===== src/rtl/bcd_display_pkg.sv =====
// rtl/bcd_display_pkg.sv - shared types and constants for the BCD display driver
package bcd_display_pkg;

    typedef enum logic [1:0] {
        ST_IDLE   = 2'd0,
        ST_CONV   = 2'd1,
        ST_COMMIT = 2'd2
    } state_t;

    localparam logic [3:0] BCD_BLANK = 4'hF;
    localparam int         BCD_MAX   = 9999;
    localparam int         NIBBLE_W  = 4;

    function automatic logic [3:0] add3(input logic [3:0] n);
        return (n >= 4'd5) ? n + 4'd3 : n;
    endfunction

endpackage


===== src/rtl/bin2bcd_seq.sv =====
// rtl/bin2bcd_seq.sv - sequential double-dabble converter with valid/ready intake
module bin2bcd_seq
    import bcd_display_pkg::*;
#(
    parameter int IN_W = 14
) (
    input  logic                  clk,
    input  logic                  rst,
    input  logic                  in_valid,
    output logic                  in_ready,
    input  logic [IN_W-1:0]       in_value,
    output logic                  busy,
    output logic [4*NIBBLE_W-1:0] digits,
    output logic                  range_ovf,
    output logic                  done
);

    // Accumulator sized for the widest input so the shift never loses carries.
    localparam int ACC_N = ((IN_W + 2) / 3 > 4) ? (IN_W + 2) / 3 : 4;
    localparam int ACC_W = ACC_N * NIBBLE_W;
    localparam int CNT_W = $clog2(IN_W + 1);

    state_t            state;
    logic [ACC_W-1:0]  bcd_q;
    logic [ACC_W-1:0]  bcd_adj;
    logic [IN_W-1:0]   bin_q;
    logic [CNT_W-1:0]  cnt;
    logic              range_q;
    logic [ACC_W+IN_W-1:0] shifted;

    always_comb begin
        bcd_adj = bcd_q;
        for (int i = 0; i < ACC_N; i++) begin
            bcd_adj[i*NIBBLE_W +: NIBBLE_W] = add3(bcd_q[i*NIBBLE_W +: NIBBLE_W]);
        end
        shifted = {bcd_adj, bin_q} << 1;
    end

    always_ff @(posedge clk) begin
        if (rst) begin
            state   <= ST_IDLE;
            bcd_q   <= '0;
            bin_q   <= '0;
            cnt     <= '0;
            range_q <= 1'b0;
        end else begin
            case (state)
                ST_IDLE: begin
                    if (in_valid) begin
                        bin_q   <= in_value;
                        bcd_q   <= '0;
                        cnt     <= CNT_W'(IN_W);
                        range_q <= 32'(in_value) > 32'(BCD_MAX);
                        state   <= ST_CONV;
                    end
                end
                ST_CONV: begin
                    {bcd_q, bin_q} <= shifted;
                    cnt            <= cnt - CNT_W'(1);
                    if (cnt == CNT_W'(1)) begin
                        state <= ST_COMMIT;
                    end
                end
                ST_COMMIT: state <= ST_IDLE;
                default:   state <= ST_IDLE;
            endcase
        end
    end

    assign in_ready  = (state == ST_IDLE);
    assign busy      = !in_ready;
    assign done      = (state == ST_COMMIT);
    assign digits    = bcd_q[4*NIBBLE_W-1:0];
    assign range_ovf = range_q;

endmodule


===== src/rtl/bcd_display_driver.sv =====
// rtl/bcd_display_driver.sv - binary to multiplexed BCD digit driver with blanking
module bcd_display_driver
    import bcd_display_pkg::*;
#(
    parameter int IN_W     = 14,
    parameter int DIGITS   = 4,
    parameter int SCAN_DIV = 50000,
    parameter int LZB      = 1
) (
    input  logic                clk,
    input  logic                rst,
    input  logic                in_valid,
    output logic                in_ready,
    input  logic [IN_W-1:0]     in_value,
    output logic                busy,
    output logic                ovf,
    output logic [3:0]          bcd_out,
    output logic [DIGITS-1:0]   an_n
);

    localparam int PSC_W = (SCAN_DIV > 2) ? $clog2(SCAN_DIV) : 1;
    localparam int IDX_W = $clog2(DIGITS);

    logic [4*NIBBLE_W-1:0] conv_digits;
    logic                  conv_ovf;
    logic                  conv_done;

    logic [3:0]        dig [DIGITS];
    logic              ovf_q;
    logic [PSC_W-1:0]  psc;
    logic [IDX_W-1:0]  idx;
    logic [DIGITS-1:0] blank;
    logic              zero_above;

    bin2bcd_seq #(.IN_W(IN_W)) u_conv (
        .clk       (clk),
        .rst       (rst),
        .in_valid  (in_valid),
        .in_ready  (in_ready),
        .in_value  (in_value),
        .busy      (busy),
        .digits    (conv_digits),
        .range_ovf (conv_ovf),
        .done      (conv_done)
    );

    always_ff @(posedge clk) begin
        if (rst) begin
            for (int i = 0; i < DIGITS; i++) dig[i] <= '0;
            ovf_q <= 1'b0;
            psc   <= '0;
            idx   <= '0;
        end else begin
            if (conv_done) begin
                for (int i = 0; i < DIGITS; i++) dig[i] <= conv_digits[i*NIBBLE_W +: NIBBLE_W];
                ovf_q <= conv_ovf;
            end
            if (psc == PSC_W'(SCAN_DIV - 1)) begin
                psc <= '0;
                idx <= (idx == IDX_W'(DIGITS - 1)) ? '0 : idx + IDX_W'(1);
            end else begin
                psc <= psc + PSC_W'(1);
            end
        end
    end

    // A digit blanks only when it and every more significant digit are zero.
    always_comb begin
        blank      = '0;
        zero_above = 1'b1;
        for (int i = DIGITS - 1; i >= 1; i--) begin
            zero_above = zero_above && (dig[i] == 4'd0);
            blank[i]   = ovf_q || ((LZB != 0) && zero_above);
        end
        blank[0] = ovf_q;
    end

    assign ovf     = ovf_q;
    assign bcd_out = blank[idx] ? BCD_BLANK : dig[idx];
    assign an_n    = ~(DIGITS'(1) << idx);

endmodule


===== config.mk =====
export PLATFORM = sky130hd
export DESIGN_NAME = bcd_display_driver
export DESIGN_NICKNAME = d
export VERILOG_FILES = /design/src/rtl/bcd_display_pkg.sv /design/src/rtl/bin2bcd_seq.sv /design/src/rtl/bcd_display_driver.sv
export SDC_FILE = /design/constraint.sdc
export NUM_CORES = 1
export LEC_CHECK = 0
export ABC_AREA = 1
export CORE_ASPECT_RATIO = 1.75
export CORE_MARGIN = 2
export CORE_UTILIZATION = 40
export CTS_CLUSTER_SIZE = 30
export DETAILED_ROUTE_END_ITERATION = 10
export PLACE_DENSITY_LB_ADDON = 0.05
export SLEW_MARGIN = 20
export SYNTH_ARGS = -nofsm -noshare
export SYNTH_HDL_FRONTEND = slang
export SYNTH_SLANG_ARGS = --single-unit

===== constraint.sdc =====
create_clock -name clk -period 4.3 [get_ports clk]
set_clock_uncertainty 0.2 [all_clocks]
set_input_delay 0.86 -clock clk [delete_from_list [all_inputs] [get_ports clk]]
set_output_delay 0.86 -clock clk [all_outputs]
set_load 0.01 [all_outputs]

* Word-level counts from Yosys, hierarchy flattened
Memories as Yosys holds them, arrays and structs flattened. A register that Yosys moved wholly into a read port is not among the register bits.
Index checks and enable logic that the tools add are counted.
** Cells by class
- Order comparisons :: 7
- Muxes and demuxes :: 29
- Shift operators :: 1
- Equality and inequality tests :: 7
- Reduce and logical (&&, ||, !) cells :: 15
- Add/sub/neg operators :: 8
- Bitwise operators :: 5
** Operators by type and width (number)
- 2-to-1 mux 4 bit :: 10
- one-hot mux 20 bit (2 select lines) :: 1
- one-hot mux 14 bit (2 select lines) :: 1
- greater-or-equal comparator 4 x 3 -> 1 bit (second input constant) :: 5
- 2-to-1 mux 20 bit :: 1
- adder 16 x 1 -> 16 bit (second input constant) :: 1
- adder 4 x 2 -> 4 bit (second input constant) :: 4
- == test 16 bit (second input constant) :: 1
- greater-than comparator 14 bit (second input constant) :: 1
- 2-to-1 mux 14 bit :: 1
- logical NOT 4 bit :: 3
- 2-to-1 mux 2 bit :: 5
- one-hot mux 4 bit (2 select lines) :: 1
- 2-to-1 mux 1 bit :: 6
- AND reduction 2 bit :: 3
- == test 2 bit (second input constant) :: 2
- == test 4 x 1 -> 1 bit (second input constant) :: 1
- inverter 4 bit :: 1
- bitwise OR 1 bit :: 4
- one-hot mux 2 bit (2 select lines) :: 1
- << shifter 1 x 2 -> 4 bit (first input constant) :: 1
- subtractor 4 x 1 -> 4 bit (second input constant) :: 1
- adder 3 x 2 -> 3 bit (second input constant) :: 1
- logical OR 1 bit :: 3
- 12 further kinds :: 13
** Word-level totals
- Memories :: 1
- Output and inout bits :: 11
- Flip-flop bits (word level) :: 60
- RAM bits :: 16
- Bits of input ports :: 17
- Word-level logic and storage cells :: 81
** Memory list
- dig :: depth 4, bits a word 4, read ports 4, clocked after Yosys merged registers in 1, wr ports 4, RTL line bcd_display_driver.sv:28 : logic [3:0] dig [DIGITS];

* Depth between registers and ports, before layout
An unclocked memory read counts as a cell.
- Depth in word-level cells :: 8
- Mapped depth :: 9
- Mapped depth without buffers :: 9

* Cells and area by module
From an unflattened synthesis, not the netlist that was laid out.
** Second synthesis, totals
- Cells, all modules :: 530
- Area, all modules :: 3867.5 µm²
** Modules (own cells, without submodules)
- bcd_display_driver :: times used 1, cells each 252, seq. area each 900.9 µm², area each 1969.4 µm²
- bin2bcd_seq :: times used 1, cells each 278, seq. area each 740.7 µm², area each 1898.1 µm²

* Least setup slack after synthesis
No wires, ideal clock.
- Path type :: flip-flop to flip-flop
- From :: reg u_conv.state[1]
- To :: mem dig[0][0], enable pin
- Data required time :: 3.686 ns
- Clock period less this slack :: 2.282 ns
- Stages on the path, launching flop included :: 3
- Library setup time :: 0.414 ns
- Arrival :: 1.669 ns
- Buffers on the path :: 0
- Path slack :: 2.018 ns
- Cell sequence :: dfxtp_1 inv_2 o21ai_0
** RTL lines
- from (decl) :: RTL line bin2bcd_seq.sv:23 : state_t state;
- from (signal assigned) :: RTL line bin2bcd_seq.sv:41 : state <= ST_IDLE;
- from (signal assigned) :: RTL line bin2bcd_seq.sv:54 : state <= ST_CONV;
- from (signal assigned) :: RTL line bin2bcd_seq.sv:61 : state <= ST_COMMIT;
- to (decl) :: RTL line bcd_display_driver.sv:28

* Worst setup path in the final report
- From :: reg idx[0]
- To :: out bcd_out[3]
** On the way
- Cells in the longest elaborated chain, start to end :: 3
** Ends and longest elaborated chain
- from (decl) :: RTL line bcd_display_driver.sv:31 : logic [IDX_W-1:0] idx;
- from (signal assigned) :: RTL line bcd_display_driver.sv:60 : idx <= (idx == IDX_W'(DIGITS - 1)) ? '0 : idx + IDX_W'(1);
- binary-select mux 1 bit (select 2 bit) :: RTL line bcd_display_driver.sv:79 : assign bcd_out = blank[idx] ? BCD_BLANK : dig[idx];
- 2-to-1 mux 1 bit (not written as such) :: RTL line bcd_display_driver.sv:79
- 2-to-1 mux 4 bit :: RTL line bcd_display_driver.sv:79
- to (decl) :: RTL line bcd_display_driver.sv:17 : output logic [3:0] bcd_out,
No other way between the ends. The select of a mux whose other input is x is not followed.

==> results.ini <==
[setup_path]
cp-start-kind = flop
rrSetupSlack_ns = 2.43
crit_path_start = idx[0]
termination_of_the_worst_setup_path = bcd_out[3]
worst-endpoint-arrival_ns = 1.82
r2r_end = psc[7]
timing_worst_setup_path_type = flop to output port
crit-reg2reg-launch = psc[0]
crit_path_max_fanout = 6
critPathRequiredTime_ns = 3.24
worstSetupEndpointType = output port
r2r_cells = 6

[logic_synthesis]
ys_ff_latch = 74
synth_cell_count_leaders = sky130_fd_sc_hd__nand2_1 (146), sky130_fd_sc_hd__nor2_1 (70), sky130_fd_sc_hd__dfxtp_1 (58), sky130_fd_sc_hd__inv_1 (51), sky130_fd_sc_hd__nand3_1 (40)
post-synth-top-count-cell = sky130_fd_sc_hd__nand2_1
synth_sequential_area_ratio_pct = 45.1
synth.avg_cell_area_um2 = 7.25
syn_inst = 502
synth.largest_area_cell = sky130_fd_sc_hd__dfxtp_1
synth_top_cell_area_share_pct = 31.9
synth.top_cells.by_area = sky130_fd_sc_hd__dfxtp_1 (32%), sky130_fd_sc_hd__nand2_1 (15%), sky130_fd_sc_hd__edfxtp_1 (13%)
netlist_area_um2 = 3640
synth_enable_flop_cells = 16
ys.flop_type = sky130_fd_sc_hd__dfxtp_1
share_of_async_settable_or_async_resettable_flops_after_synthesis_pct = 0
synth.net_count = 534
synthesis.yosys.warnings = 0
synth_cell_types = 26

[layout]
final_core_utilization_pct = 47.5
syn_to_final_growth_pct = 17.2
fill_cells = 935
final_antenna_diode_count = 0
stdcell_area_um2 = 4260
layoutNonFillerInstCount = 653
final_net_count = 560
area_of_the_multi_input_gates_um2 = 1720
final_layout_size_suffix_gt1_share_pct = 4.50
seq_area_um2 = 1640

[sta]
timing.final.setup_violations = 0
min_period_over_period_pct = 66.9
fin_setup_tns_ns = 0
layout_min_cycle_time_ns = 2.88
max_freq_mhz = 348
setup_repair_after_global_routing_missed_its_margin = false
finalHoldViolCount = 0
worst_slack_ns = 1.42
timing.slew.headroom_pct = 57.3
tightest_slew_ns = 0.639
timing.hold.ws_ns = 0.263
final_number_of_max_transition_violations = 0

[power]
vdd_drop_max_v = 0.000219
post-layout-total-power_mw = 1.56
cellLeakagePower_nw = 1.65
power.density_cell_area_nw_per_um2 = 367

[detailed_routing]
first_pass_iters = 4
wl_per_cell_um = 11.6
drc_errors = 0
detailroute.via_count = 3142
antenna_violating_nets_remaining = 0
route.detailed.vias_per_inst = 4.81
route.final.wire_length_mm = 7.58
detailedRoute.firstIterationViolations = 103

[global_routing]
first_global_vias = 2959
grt_first_pass_wirelength_mm = 13.3
grt_start_max_net_pins = 39
grt_remaining_overflow = 0
global_route.usage.total_pct = 16.9
grt_antenna_before_repair = 0

[place]
port_buffers = 27
numPlacedInstances = 637
final_hpwl_from_detailed_placement_mm = 5.59
place_worst_setup_slack_ns = 1.70
gpl.final_weighted_congestion = 0.815
place_area_um2 = 4000

[floorplan]
fp-row-count = 46
floorplan_die_width_um = 76.1
io-pin-count = 28
fp.coreArea_um2 = 8980
initial_core_util_pct = 40.5
floorplan.die_area_um2 = 9900
floorplan.die.height_um = 130

[clock_tree]
post_cts_buffers = 0
cts_resized = 0
clockRootBuffer = sky130_fd_sc_hd__clkbuf_16
cts_buffer_depth = 2
tritoncts = done
cts.sinks = 74
numCtsBuffers = 9
ctsHoldBuffers = 0
path_clk_slew_ns = 0.05
clock_insertion_delay_worst_skew_ns = 0.33
ctsHtreeMaxLevel = 3

[min_path]
hold_path_class = flop to flop
min_path_cells = 2

[flow_run]
max_cap_viol_count = 0

[run_status]
outcome = complete, no violations

layout make-up:
class,instances,share of cell area (%)
Sequential cell,74,38.5
Inverter,53,4.67
Tap cell,120,3.52
Multi-Input combinational cell,360,40.2
Clock inverter,3,0.352
Clock buffer,13,5.87
Timing Repair Buffer,30,6.87
per-layer routing:
layer  part of all wire [%]  track usage, %  wire length [um]  up-vias
li1                       -               -                 -     1672
met1                     43            19.1              3230     1413
met2                     52            29.7              3950       45
met3                    2.8            3.87               213       12
met4                    2.5            8.98               189        0
met5                      0               0                 0        -
kinds of logic (layout without fill, tap and decap cells):
logic type	Yosys count	after routing	share of synthesized area [%]
compound gates	59	59	8.74
xor+xnor	7	7	1.69
fa+ha+maj	15	15	5.16
buf+inv	68	99	7.71
flops	74	74	45.1
simple gates	279	279	31.6
critical path, cell delays in order, from the launching register on:
cell and delay, ns:
sky130_fd_sc_hd__dfxtp_1 0.42, sky130_fd_sc_hd__inv_1 0.11, sky130_fd_sc_hd__nor2_1 0.09, sky130_fd_sc_hd__nand2_1 0.06, sky130_fd_sc_hd__nand2_1 0.07, sky130_fd_sc_hd__nand2_1 0.09, sky130_fd_sc_hd__nand3_1 0.10, sky130_fd_sc_hd__clkdlybuf4s50_1 0.54
power breakdown:
group          total, mW  leakage, nW  switching [mW]  internal, mW
combinational      0.141        0.878          0.0880        0.0530
sequential         0.756        0.637          0.0179         0.738
clock              0.667        0.133           0.264         0.403
how the worst min path moves through the flow:
stage | start | endpoint | slack (ns)
floorplan | u_conv.bin_q[13] | u_conv.bcd_q[0] | 0.23
global placement | u_conv.bin_q[13] | u_conv.bcd_q[0] | 0.25
detailed placement | u_conv.bin_q[13] | u_conv.bcd_q[0] | 0.25
CTS | u_conv.bin_q[1] | u_conv.bin_q[1] | 0.26
global route | u_conv.bin_q[13] | u_conv.bcd_q[0] | 0.28
finish | u_conv.bcd_q[5] | u_conv.bcd_q[5] | 0.26
cell usage in the layout, fill, tap and decap left out, types with 10 or more instances in the layout:
cell	n
sky130_fd_sc_hd__inv_1	51
sky130_fd_sc_hd__nand2_1	146
sky130_fd_sc_hd__clkdlybuf4s50_1	27
sky130_fd_sc_hd__ha_1	15
sky130_fd_sc_hd__a21oi_1	35
sky130_fd_sc_hd__nor2_1	70
sky130_fd_sc_hd__edfxtp_1	16
sky130_fd_sc_hd__nand4_1	10
sky130_fd_sc_hd__nand3_1	40
sky130_fd_sc_hd__dfxtp_1	58
state kept, by name (all words and copies together), names as in the netlist, named ones only:
register / count
u_conv.cnt: 4
dig: 16
u_conv.state: 2
u_conv.bin_q: 14
idx: 2
u_conv.range_ovf: 1
ovf: 1
psc: 16
u_conv.bcd_q: 16
No activity file was read; power rests on OpenSTA's default activity.
